===== config.mk =====
export PLATFORM = sky130hd
export DESIGN_NAME = leaky_int7p8_flat
export DESIGN_NICKNAME = d
export VERILOG_FILES = /design/src/rtl/leaky_int7p8_if.sv /design/src/rtl/leaky_int7p8.sv /design/src/flat_wrapper.sv
export SDC_FILE = /design/constraint.sdc
export NUM_CORES = 1
export LEC_CHECK = 0
export CELL_PAD_IN_SITES_DETAIL_PLACEMENT = 1
export CELL_PAD_IN_SITES_GLOBAL_PLACEMENT = 1
export CORE_MARGIN = 10
export CORE_UTILIZATION = 38
export CTS_BUF_LIST = sky130_fd_sc_hd__clkbuf_2 sky130_fd_sc_hd__clkbuf_4 sky130_fd_sc_hd__clkbuf_8
export DETAILED_ROUTE_END_ITERATION = 16
export PLACE_DENSITY_LB_ADDON = 0.1
export SYNTH_ARGS = -nofsm -noshare
export SYNTH_HDL_FRONTEND = slang
export SYNTH_SLANG_ARGS = --single-unit

===== constraint.sdc =====
create_clock -name clk -period 2.56 [get_ports clk]
set_input_delay 0.512 -clock clk [delete_from_list [all_inputs] [get_ports clk]]
set_output_delay 0.512 -clock clk [all_outputs]
set_load 0.005 [all_outputs]

===== src/rtl/leaky_int7p8_if.sv =====
// Sample/result bus for the 7/8 leaky integrator: input handshake plus registered result.
interface leaky_int7p8_if #(
  parameter int unsigned W  = 5,
  parameter int unsigned WA = 6
);
  logic signed [W-1:0]  x_in;
  logic                 x_valid;
  logic                 ready;
  logic signed [WA-1:0] y_out;
  logic                 y_valid;
  logic                 ovf;

  modport master (
    output x_in, x_valid,
    input  ready, y_out, y_valid, ovf
  );

  modport slave (
    input  x_in, x_valid,
    output ready, y_out, y_valid, ovf
  );
endinterface


===== src/rtl/leaky_int7p8.sv =====
// First-order leaky integrator y = y - y/8 + x with saturation and sticky overflow.
// Define LEAKY_ROUND_EN to round the decay term half-up instead of flooring it.
module leaky_int7p8 #(
  parameter int unsigned W  = 5,
  parameter int unsigned WA = 6
) (
  input  logic           clk,
  input  logic           reset,
  input  logic           clear,
  leaky_int7p8_if.slave  bus
);

  localparam int unsigned WS = WA + 2;
  localparam int unsigned WD = WA + 1;
  localparam logic signed [WS-1:0] SAT_MAX = WS'((1 << (WA - 1)) - 1);
  localparam logic signed [WS-1:0] SAT_MIN = ~SAT_MAX;

  typedef enum logic [1:0] {
    IDLE  = 2'd0,
    SCALE = 2'd1,
    ACCUM = 2'd2
  } state_e;

  state_e               state_q, state_d;
  logic signed [WA-1:0] acc_q, acc_d;
  logic signed [WS-1:0] x_q, x_d;
  logic signed [WD-1:0] dec_q, dec_d;
  logic signed [WA-1:0] y_q, y_d;
  logic                 y_valid_q, y_valid_d;
  logic                 ovf_q, ovf_d;
  logic                 ready_q, ready_d;

  logic signed [W-1:0]  x_c;
  logic signed [WD-1:0] dec_c;
  logic signed [WS-1:0] sum_c;

  assign x_c = bus.x_in;

`ifdef LEAKY_ROUND_EN
  // Half-up rounding; WA+1 bits keeps acc+4 from wrapping at the positive rail.
  logic signed [WD-1:0] rnd_c;
  assign rnd_c = WD'(acc_q) + WD'(4);
  assign dec_c = rnd_c >>> 3;
`else
  assign dec_c = WD'(acc_q >>> 3);
`endif

  assign sum_c = WS'(acc_q) - WS'(dec_q) + x_q;

  always_ff @(posedge clk) begin
    if (reset) begin
      state_q   <= IDLE;
      acc_q     <= '0;
      x_q       <= '0;
      dec_q     <= '0;
      y_q       <= '0;
      y_valid_q <= 1'b0;
      ovf_q     <= 1'b0;
      ready_q   <= 1'b1;
    end else begin
      state_q   <= state_d;
      acc_q     <= acc_d;
      x_q       <= x_d;
      dec_q     <= dec_d;
      y_q       <= y_d;
      y_valid_q <= y_valid_d;
      ovf_q     <= ovf_d;
      ready_q   <= ready_d;
    end
  end

  always_comb begin
    state_d   = state_q;
    acc_d     = acc_q;
    x_d       = x_q;
    dec_d     = dec_q;
    y_d       = y_q;
    y_valid_d = 1'b0;
    ovf_d     = ovf_q;

    unique case (state_q)
      IDLE: begin
        if (bus.x_valid && ready_q) begin
          x_d     = WS'(x_c);
          state_d = SCALE;
        end
      end
      SCALE: begin
        dec_d   = dec_c;
        state_d = ACCUM;
      end
      ACCUM: begin
        if (sum_c > SAT_MAX) begin
          acc_d = WA'(SAT_MAX);
          ovf_d = 1'b1;
        end else if (sum_c < SAT_MIN) begin
          acc_d = WA'(SAT_MIN);
          ovf_d = 1'b1;
        end else begin
          acc_d = WA'(sum_c);
        end
        y_d       = acc_d;
        y_valid_d = 1'b1;
        state_d   = IDLE;
      end
      default: state_d = IDLE;
    endcase

    // Clear drops any in-flight sample and blocks acceptance this cycle.
    if (clear) begin
      state_d   = IDLE;
      acc_d     = '0;
      y_d       = '0;
      ovf_d     = 1'b0;
      y_valid_d = 1'b0;
    end

    ready_d = (state_d == IDLE);
  end

  assign bus.ready   = ready_q;
  assign bus.y_out   = y_q;
  assign bus.y_valid = y_valid_q;
  assign bus.ovf     = ovf_q;

endmodule


===== src/flat_wrapper.sv =====
// flat-port wrapper written by rule: the top's interface ports become plain ports
module leaky_int7p8_flat 
#(
  parameter int unsigned W  = 5,
  parameter int unsigned WA = 6
)
  (clk, reset, clear, bus_x_in, bus_x_valid, bus_ready, bus_y_out, bus_y_valid, bus_ovf);
  leaky_int7p8_if #(.W(W), .WA(WA)) bus_i ();
  input  logic clk;
  input  logic reset;
  input  logic clear;
  input wire logic [$bits(bus_i.x_in)-1:0] bus_x_in;
  input wire logic [$bits(bus_i.x_valid)-1:0] bus_x_valid;
  output wire logic [$bits(bus_i.ready)-1:0] bus_ready;
  output wire logic [$bits(bus_i.y_out)-1:0] bus_y_out;
  output wire logic [$bits(bus_i.y_valid)-1:0] bus_y_valid;
  output wire logic [$bits(bus_i.ovf)-1:0] bus_ovf;
  assign bus_i.x_in = bus_x_in;
  assign bus_i.x_valid = bus_x_valid;
  assign bus_ready = bus_i.ready;
  assign bus_y_out = bus_i.y_out;
  assign bus_y_valid = bus_i.y_valid;
  assign bus_ovf = bus_i.ovf;
  leaky_int7p8 #(.W(W), .WA(WA)) u_core (.clk(clk), .reset(reset), .clear(clear), .bus(bus_i));
endmodule

### After elaboration in Yosys (flattened, before gate mapping)

Cells that the tools add are included.

* bits of input ports: 9
* word-level logic and storage cells: 28
* bits in registers: 19

* eq/ne operators: 2
* muxes and demuxes: 8
* reductions and logical operators: 7
* add/subtract/negate cells: 2
* $lt $le $gt $ge: 2

Operators with widths (number)
* 2-to-1 mux 6 bit: 2
* adder 7 x 5 -> 8 bit: 1
* greater-than comparator 8 x 6 -> 1 bit, second input constant: 1
* < comparator 8 x 6 -> 1 bit, second input constant: 1
* subtractor 6 x 3 -> 7 bit: 1
* logical NOT 2 bit: 2
* 2-to-1 mux 2 bit: 2
* case mux 2 bit (2 select lines): 1
* AND reduction 2 bit: 2
* 2-to-1 mux 1 bit: 3
* == test 2 x 1 -> 1 bit, second input constant: 1
* == test 2 bit, second input constant: 1
* nonzero test 2 bit: 1
* OR reduction 2 bit: 1
* logical AND 1 bit: 1

### Logic depth before layout (Yosys ltp)

Gate-level depths: netlist of run 1.

* word-level depth: 5
* depth in mapped cells: 12

### Least setup slack after synthesis of run 1

OpenSTA, ideal clock, no wires.

* path kind: reg-to-reg
* start point: register u_core.acc_q[5]
* end point: register u_core.acc_q[0]
* path buffers: 0
* setup time: 0.134 ns
* setup slack: 0.044 ns
* data required time: 2.426 ns
* stages on the path, launching flop included: 11
* arrival time: 2.382 ns
* cells stage by stage: dfxtp_1 > inv_1 > fa_1 > inv_1 > ha_1 > nor3b_1 > a311o_1 > a211oi_1 > o21ai_1 > a21oi_2 > a211oi_1

* word-level cells in the longest chain between the ends: 5
* elaborated cells between the ends (all ways): 6
* those cells by class: 2 x add/sub; 2 x order compare; 2 x mux

Ends and longest elaborated chain
* start, declared: RTL line leaky_int7p8.sv:25 `logic signed [WA-1:0] acc_q, acc_d;`
* start signal, assigned: RTL line leaky_int7p8.sv:53 `acc_q <= '0;`
* start signal, assigned: RTL line leaky_int7p8.sv:62 `acc_q <= acc_d;`
* subtractor 6 x 3 -> 7 bit *: RTL line leaky_int7p8.sv:48 `assign sum_c = WS'(acc_q) - WS'(dec_q) + x_q;`
* adder 7 x 5 -> 8 bit *: RTL line leaky_int7p8.sv:48
* < comparator 8 x 6 -> 1 bit: RTL line leaky_int7p8.sv:96 `end else if (sum_c < SAT_MIN) begin`
* 2-to-1 mux 6 bit: RTL line leaky_int7p8.sv:96
* 2-to-1 mux 6 bit *: RTL line leaky_int7p8.sv:93 `if (sum_c > SAT_MAX) begin`

Mark *: on every way between the ends. The rest lies on a longest branch, timed or not.
A chain may end at the register's enable or synchronous reset.

### Worst setup path after layout of run 1

* start point: register u_core.x_q[4]
* end point: register u_core.acc_q[3]

* word-level cells in the longest chain between the ends: 4
* elaborated cells between the ends (all ways): 5
* those cells by class: 1 x add/sub; 2 x order compare; 2 x mux

Ends and longest elaborated chain
* start, declared: RTL line leaky_int7p8.sv:26 `logic signed [WS-1:0] x_q, x_d;`
* start signal, assigned: RTL line leaky_int7p8.sv:54 `x_q <= '0;`
* start signal, assigned: RTL line leaky_int7p8.sv:63 `x_q <= x_d;`
* adder 7 x 5 -> 8 bit *: RTL line leaky_int7p8.sv:48
* < comparator 8 x 6 -> 1 bit: RTL line leaky_int7p8.sv:96
* 2-to-1 mux 6 bit: RTL line leaky_int7p8.sv:96
* 2-to-1 mux 6 bit *: RTL line leaky_int7p8.sv:93

Marks and branches as above.

==> results of run 1 <==
-- cell families after synthesis --
kind of cell               synth area share (%)
AOI/OAI and AO/OA                          16.9
muxes                                      5.88
buffers and inverters                      7.87
adders and majority gates                  18.5
and+or+nand+nor                            16.8
DFF                                        31.9
xor gates and xnor gates                   2.20
-- critical path, cell delays in order (launching register included) --
cell	delay (ps)
sky130_fd_sc_hd__dfxtp_2	360
sky130_fd_sc_hd__inv_2	50
sky130_fd_sc_hd__fa_1	570
sky130_fd_sc_hd__inv_2	70
sky130_fd_sc_hd__ha_4	230
sky130_fd_sc_hd__nor3b_1	130
sky130_fd_sc_hd__a311o_1	350
sky130_fd_sc_hd__a211o_1	340
sky130_fd_sc_hd__a211oi_4	220
sky130_fd_sc_hd__buf_6	150
sky130_fd_sc_hd__a211oi_1	40
-- power by group through the flow --
stage,Clock (mW),Sequential (mW),Combinational [mW]
final,0.168,0.310,0.380
after global routing,0.184,0.311,0.412
after CTS,0.163,0.310,0.327
after detailed placement,0,0.317,0.254
after global placement,0,0.316,0.246
after floorplan,0,0.315,0.170
-- metrics by stage --
stage / cells / setup TNS [ps] / power (mW) / worst slack, ps
after floorplan: 134 / 0 / 0.485 / 43.9
after global placement: 211 / -557 / 0.562 / -101
after detailed placement: 211 / -899 / 0.571 / -167
after CTS: 216 / -89.5 / 0.800 / -22.8
after global routing: 219 / -772 / 0.908 / -157
final: 219 / -307 / 0.858 / -64.4
-- per-layer routing --
metal	routed length [um]	GRT usage [%]	vias up	share of wire, %
li1	-	-	535	-
met1	1660	14.7	521	47
met2	1750	19.9	19	49
met3	53	0.943	9	1.5
met4	92	5.68	0	2.6
met5	0	0	-	0
-- flip-flops by register name, summed over array words and instances, names as in the netlist --
signal / flops
u_core.acc_q: 6
u_core.x_q: 5
u_core.dec_q: 3
u_core.state_q: 2
u_core.bus.ovf: 1
u_core.bus.ready: 1
u_core.bus.y_valid: 1
-- final cells by class --
class	instances	area, um^2	share of cell area [%]
well taps	44	55.1	3.01
repair buffers	38	332	18.2
inverters	24	90.1	4.93
clock inverters	1	5.00	0.274
multi-input cells	90	930	50.9
clock buffers	3	22.5	1.23
flip-flops and latches	19	393	21.5
-- final timing paths --
path         slack (ps)  depth (start not counted)              end
min                 520                          2    u_core.x_q[2]
min reg2reg         520                          2    u_core.x_q[2]
max reg2reg         -60                         10  u_core.acc_q[3]
max                 -60                         10  u_core.acc_q[3]
-- timing repair --
item                                    CTS  global route
endpoints found under the setup margin    6             7
pin swaps                                 7            14
gates resized for setup                  27            23
buffers inserted                          2             3
-- placed cells by master (no fill, tap or decap), types with 2 or more instances in the layout --
cell                              count
sky130_fd_sc_hd__a21oi_1              2
sky130_fd_sc_hd__o21ai_0              6
sky130_fd_sc_hd__nor3_1               2
sky130_fd_sc_hd__inv_2                6
sky130_fd_sc_hd__ha_1                 2
sky130_fd_sc_hd__dfxtp_1             11
sky130_fd_sc_hd__nand2b_1             2
sky130_fd_sc_hd__nor2_1              15
sky130_fd_sc_hd__a211oi_2             6
sky130_fd_sc_hd__o21ai_2              2
sky130_fd_sc_hd__fa_1                 5
sky130_fd_sc_hd__buf_4               20
sky130_fd_sc_hd__nor4b_2              2
sky130_fd_sc_hd__nand2_1              2
sky130_fd_sc_hd__mux2i_1              7
sky130_fd_sc_hd__clkdlybuf4s50_1     17
sky130_fd_sc_hd__ha_4                 6
sky130_fd_sc_hd__clkbuf_4             3
sky130_fd_sc_hd__nor2b_1              4
sky130_fd_sc_hd__a21oi_2              2
sky130_fd_sc_hd__dfxtp_2              7
sky130_fd_sc_hd__inv_1               18
sky130_fd_sc_hd__xor2_1               3
==> flow_metrics.tcl, run 1 <==
set metrics [dict create \
    finalSetupViolations 6 \
    dieHeight_um 76.0 \
    core_area_um2 3030 \
    numCtsBuffers 3 \
    layout.filler_cells 350 \
    fp-row-count 20 \
    netSwitchingFraction_pct 35.7 \
    yosys_warnings 0 \
    timing.max_slew.rel_slack_pct 61.9 \
    final_instance_area_um2 1830 \
    violated_checks "negative setup slack" \
    cp-startpoint "u_core.x_q[4]" \
    final_net_count 199 \
    first_global_vias 1162 \
    clk_pin_slew_worst_paths_ps 120 \
    setup_repair_after_global_routing_missed_its_margin "yes" \
    p_sw_mw 0.306 \
    number_of_slew_limit_violations_in_the_final_report 0 \
    top_level_ports 18 \
    hold_path_origin "u_core.x_q[2]" \
    cp_data_required_time_ps 2770 \
    drcViolationCount 0 \
    grt_overflow 0 \
    dr.first_iter.drc_count 54 \
    syn_avg_cell_area_um2 8.90 \
    cts_num_sinks 19 \
    share_of_power_burned_in_the_clock_network_pct 19.6 \
    path_max_fanout 5 \
    cts_tree "built" \
    power.sequential.fraction_pct 36.1 \
    hold_viol 0 \
    p_per_area_nw_per_um2 470 \
    routedWlPerCell_um 16.3 \
    timing.final.crit_period_ps 2620 \
    maximum_number_of_pins_on_one_net_before_global_route_repair 12 \
    post_synth_arst_share_pct 0 \
    worstMarginPinSlew_ps 570 \
    yosys_most_used_dff "sky130_fd_sc_hd__dfxtp_1" \
    worst_r2r_startpoint "u_core.x_q[4]" \
    critical_path.endpoint_type "register" \
    synth_area_leaders "sky130_fd_sc_hd__dfxtp_1 32%, sky130_fd_sc_hd__fa_1 10%, sky130_fd_sc_hd__ha_1 8.4%" \
    global_route.usage.total_pct 11.8 \
    via_count 1084 \
    floorplan.die.width_um 76.0 \
    global_route_wire_length_before_repair_um 5710 \
    post-synth-top-area-fraction_pct 31.9 \
    clock-root-buffer "sky130_fd_sc_hd__clkbuf_4" \
    post_dp_cell_area_um2 1540 \
    dp.final_hpwl_um 2540 \
    iteration_count_of_the_initial_detailed_routing_pass 4 \
    ys_seq_area_share_pct 31.9 \
    initial_antenna_violation_count 0 \
    hold_path.class "register to register" \
    synth_nets 157 \
    insertion_delay_ps 320 \
    count_of_antenna_diodes_in_the_layout 0 \
    criticalPathCategory "register to register" \
    synth_area_um2 1190 \
    post_cts_hold_buffer_count 0 \
    drtAntennaViolNets 0 \
    syn-instance-count 134 \
    timing.fmax_ghz 0.381 \
    status "finished, violations left" \
    syn_to_final_growth_pct 53.2 \
    finalWorstSetupSlack_ps -64.4 \
    maxCapViolations 0 \
    comb_power_share_pct 44.3 \
    synth.distinct_cells 34 \
    synth.ff_latch_count 19 \
    initial_core_util_pct 39.4 \
    synth_top_area_cell "sky130_fd_sc_hd__dfxtp_1" \
    cts-htree-levels 1 \
    final_util_pct 60.3 \
    wirelength_routed_um 3560 \
    route.detailed.vias_per_inst 4.95 \
    die_area_um2 5780 \
    timing.final.crit_share_pct 103 \
    clock_tree.buffer_depth 2 \
    gp_routability_congestion 0.770 \
    layout-drive-gt1-share_pct 40.0 \
    portBuffers 17 \
    worst_vdd_ir_mv 0.217 \
    startpoint_type "register" \
    arrival_ps 2830 \
    post_synth_most_frequent_cells "23 x sky130_fd_sc_hd__inv_1, 19 x sky130_fd_sc_hd__dfxtp_1, 17 x sky130_fd_sc_hd__nor2_1, 8 x sky130_fd_sc_hd__ha_1" \
    intPower_mw 0.552 \
    hold_slack_ps 515 \
    synth_edf_count 0 \
    finClkSkew_ps 1.49 \
    cellLeakagePower_nw 0.728 \
    most_repeated_cell_in_the_gate_level_netlist_after_synthesis "sky130_fd_sc_hd__inv_1" \
]
Note: power is estimated with default switching activity, not from simulation.
==> inputs of run 2 (changes only) <==
==> config.mk (replaced) <==
export PLATFORM = sky130hd
export DESIGN_NAME = leaky_int7p8_flat
export DESIGN_NICKNAME = d
export VERILOG_FILES = /design/src/rtl/leaky_int7p8_if.sv /design/src/rtl/leaky_int7p8.sv /design/src/flat_wrapper.sv
export SDC_FILE = /design/constraint.sdc
export NUM_CORES = 1
export LEC_CHECK = 0
export CORE_MARGIN = 10
export CORE_UTILIZATION = 50
export CTS_BUF_LIST = sky130_fd_sc_hd__clkbuf_2 sky130_fd_sc_hd__clkbuf_4 sky130_fd_sc_hd__clkbuf_8
export DETAILED_ROUTE_END_ITERATION = 16
export PLACE_DENSITY = 0.78
export SYNTH_ARGS = -nofsm -noshare
export SYNTH_HDL_FRONTEND = slang
export SYNTH_SLANG_ARGS = --single-unit
==> run 2 against run 1 <==
The flow still finishes with violations (negative setup slack). Global-route usage about the same. Via count decreased by 4.7%. Die area decreased by 18%. Sequential power about the same. Non-clock buffer count decreased by 5. Total power decreased by 7.8%. Count of clock-buffer cells in the layout increased by 1. Wire length decreased by 23%. Core utilization increased by 15 points. Sequential cell count unchanged. First-iteration DRC count decreased by 52%. Sequential share of layout area increased by 1.6 points. Critical endpoint unchanged. Highest routed layer unchanged.
==> flow_metrics.tcl, run 2 (same netlist as run 1, synthesis figures left out) <==
set metrics [dict create \
    cp-startpoint "u_core.acc_q[1]" \
    cts_tree "built" \
    timing.fmax_ghz 0.386 \
    global_route_wire_length_before_repair_um 4330 \
    post_dp_cell_area_um2 1490 \
    insertion_delay_ps 290 \
    worstMarginPinSlew_ps 560 \
    hold_path_end "u_core.state_q[0]" \
    status "finished, violations left" \
    dr.max_layer_used "met4" \
    post_cts_hold_buffer_count 0 \
    dp_slack_ps -200 \
    cts_num_sinks 19 \
    routed-wl-met3_um 193 \
    worst_vdd_ir_mv 0.391 \
    layout-drive-gt1-share_pct 31.2 \
    initial_antenna_violation_count 0 \
    registers.top_by_ff_count "u_core.acc_q" \
    finalSetupViolations 5 \
    layout.area.seq_um2 388 \
    critical_path.endpoint_type "register" \
    largest_register_ffs 6 \
    wirelength_routed_um 2730 \
    totalPowerFinal_mw 0.792 \
    finClkSkew_ps 1.22 \
    arrival_ps 2760 \
    most-common-layout-cells "19 x sky130_fd_sc_hd__inv_1, 17 x sky130_fd_sc_hd__clkdlybuf4s50_1, 16 x sky130_fd_sc_hd__buf_4" \
    numCtsBuffers 3 \
    timing.final.crit_share_pct 101 \
    clk_pin_slew_worst_paths_ps 100 \
    top_level_ports 18 \
    critical_path.slowest_cell "sky130_fd_sc_hd__fa_1" \
    hold_path.class "register to register" \
    routed-wl-met2_um 1340 \
    floorplan.die.width_um 68.8 \
    via_count 1033 \
    path_max_fanout 5 \
    violated_checks "negative setup slack" \
    multi_input_comb_area_um2 842 \
    rr_endpoint "u_core.acc_q[3]" \
    layout.filler_cells 164 \
    clock-root-buffer "sky130_fd_sc_hd__clkbuf_4" \
    fp-row-count 17 \
    cp_data_required_time_ps 2730 \
    route.detailed.vias_per_inst 5.22 \
    final_net_count 194 \
    number_of_slew_limit_violations_in_the_final_report 0 \
    grt_overflow 0 \
    timing.max_slew.rel_slack_pct 62.6 \
    place_inst 191 \
    timing.final.crit_period_ps 2590 \
    die_area_um2 4740 \
    hold_slack_ps 513 \
    largest_registers "u_core.acc_q (6), u_core.x_q (5), u_core.dec_q (3)" \
    drcViolationCount 0 \
    clock_tree.buffer_depth 2 \
    startpoint_type "register" \
    setup_repair_after_global_routing_missed_its_margin "yes" \
    critical_path.n_buffers_inverters 1 \
    cts-htree-levels 1 \
    routedWlPerCell_um 13.8 \
    initial_core_util_pct 53.4 \
    first_global_vias 976 \
    dr.first_iter.drc_count 26 \
    portBuffers 17 \
    criticalPathCategory "register to register" \
    final_common_cell "sky130_fd_sc_hd__inv_1" \
    cpLargestDelayFamily "compound AO/OA/AOI/OAI gates" \
    route.layer.met1.wl_um 1150 \
    fin_cells 198 \
    hold_viol 0 \
    count_of_antenna_diodes_in_the_layout 0 \
    worstPathCellList "fa_1 -> inv_2 -> fa_2 -> nand2b_4 -> a21o_1 -> a211oi_2 -> o21ai_1 -> a21oi_2 -> a211oi_1" \
    cellLeakagePower_nw 0.692 \
    dp.final_hpwl_um 2150 \
    p_per_area_nw_per_um2 472 \
    drtAntennaViolNets 0 \
    core_area_um2 2230 \
    gp_routability_congestion 0.857 \
    maximum_number_of_pins_on_one_net_before_global_route_repair 11 \
    worst-r2r-cell-count 9 \
    dieHeight_um 68.8 \
    finalWorstSetupSlack_ps -29.2 \
    global_route.usage.total_pct 11.8 \
    reg2reg_slack_ps -30 \
    cpPeakStageDelay_ps 570 \
    final_instance_area_um2 1680 \
    iteration_count_of_the_initial_detailed_routing_pass 4 \
    syn_to_final_growth_pct 40.5 \
    hold_path_depth 2 \
    hold_path_origin "u_core.bus.ready" \
    worst_r2r_startpoint "u_core.acc_q[1]" \
    maxCapViolations 0 \
]
[run 2: what timing repair did]
item | CTS | global route
setup endpoints to repair | 6 | 7
buffers inserted | 2 | 3
pin swaps | 5 | 2
gates resized for setup | 18 | 13
[run 2: how the worst max path moves through the flow]
stage	endpoint	cells past startpoint
floorplan	u_core.acc_q[0]	10
global placement	u_core.acc_q[4]	10
detailed placement	u_core.acc_q[4]	10
CTS	u_core.acc_q[2]	10
global route	u_core.acc_q[3]	9
finish	u_core.acc_q[3]	9
[run 2: layer usage]
| layer | track usage (%) | vias to the layer above |
|---|---|---|
| met1 | 13.3 | 482 |
| met5 | 0 | - |
| met3 | 4.51 | 6 |
| met2 | 20.3 | 20 |
| li1 | - | 525 |
| met4 | 3.45 | 0 |
[run 2: power by group]
part	leakage (nW)	switching (mW)	total, mW	internal, mW
registers	0.157	0.00574	0.308	0.303
logic	0.517	0.163	0.326	0.163
clock network	0.0184	0.0855	0.157	0.0712
total	0.692	0.255	0.792	0.537
[run 2: stage by stage]
step / utilization (%) / setup TNS [ps]
floorplan: - / 0
global placement: 66.8 / -417
detailed placement: 66.8 / -737
CTS: 72.3 / 0
global route: 75.0 / -693
finish: 75.0 / -95.5
[run 2: worst register-to-register path, cell delays in order, from the launching register on]
cell,delay (ps)
sky130_fd_sc_hd__dfxtp_2,340
sky130_fd_sc_hd__fa_1,570
sky130_fd_sc_hd__inv_2,50
sky130_fd_sc_hd__fa_2,380
sky130_fd_sc_hd__nand2b_4,170
sky130_fd_sc_hd__a21o_1,180
sky130_fd_sc_hd__a211oi_2,220
sky130_fd_sc_hd__o21ai_1,130
sky130_fd_sc_hd__a21oi_2,310
sky130_fd_sc_hd__a211oi_1,130
[run 2: layout make-up]
type                            instances  share of cell area [%]
Sequential cell                        19                    23.2
Tap cell                               28                    2.09
Timing Repair Buffer                   33                    17.3
Multi-Input combinational cell         90                    50.3
Inverter                               24                    5.38
Clock buffer                            4                    1.79
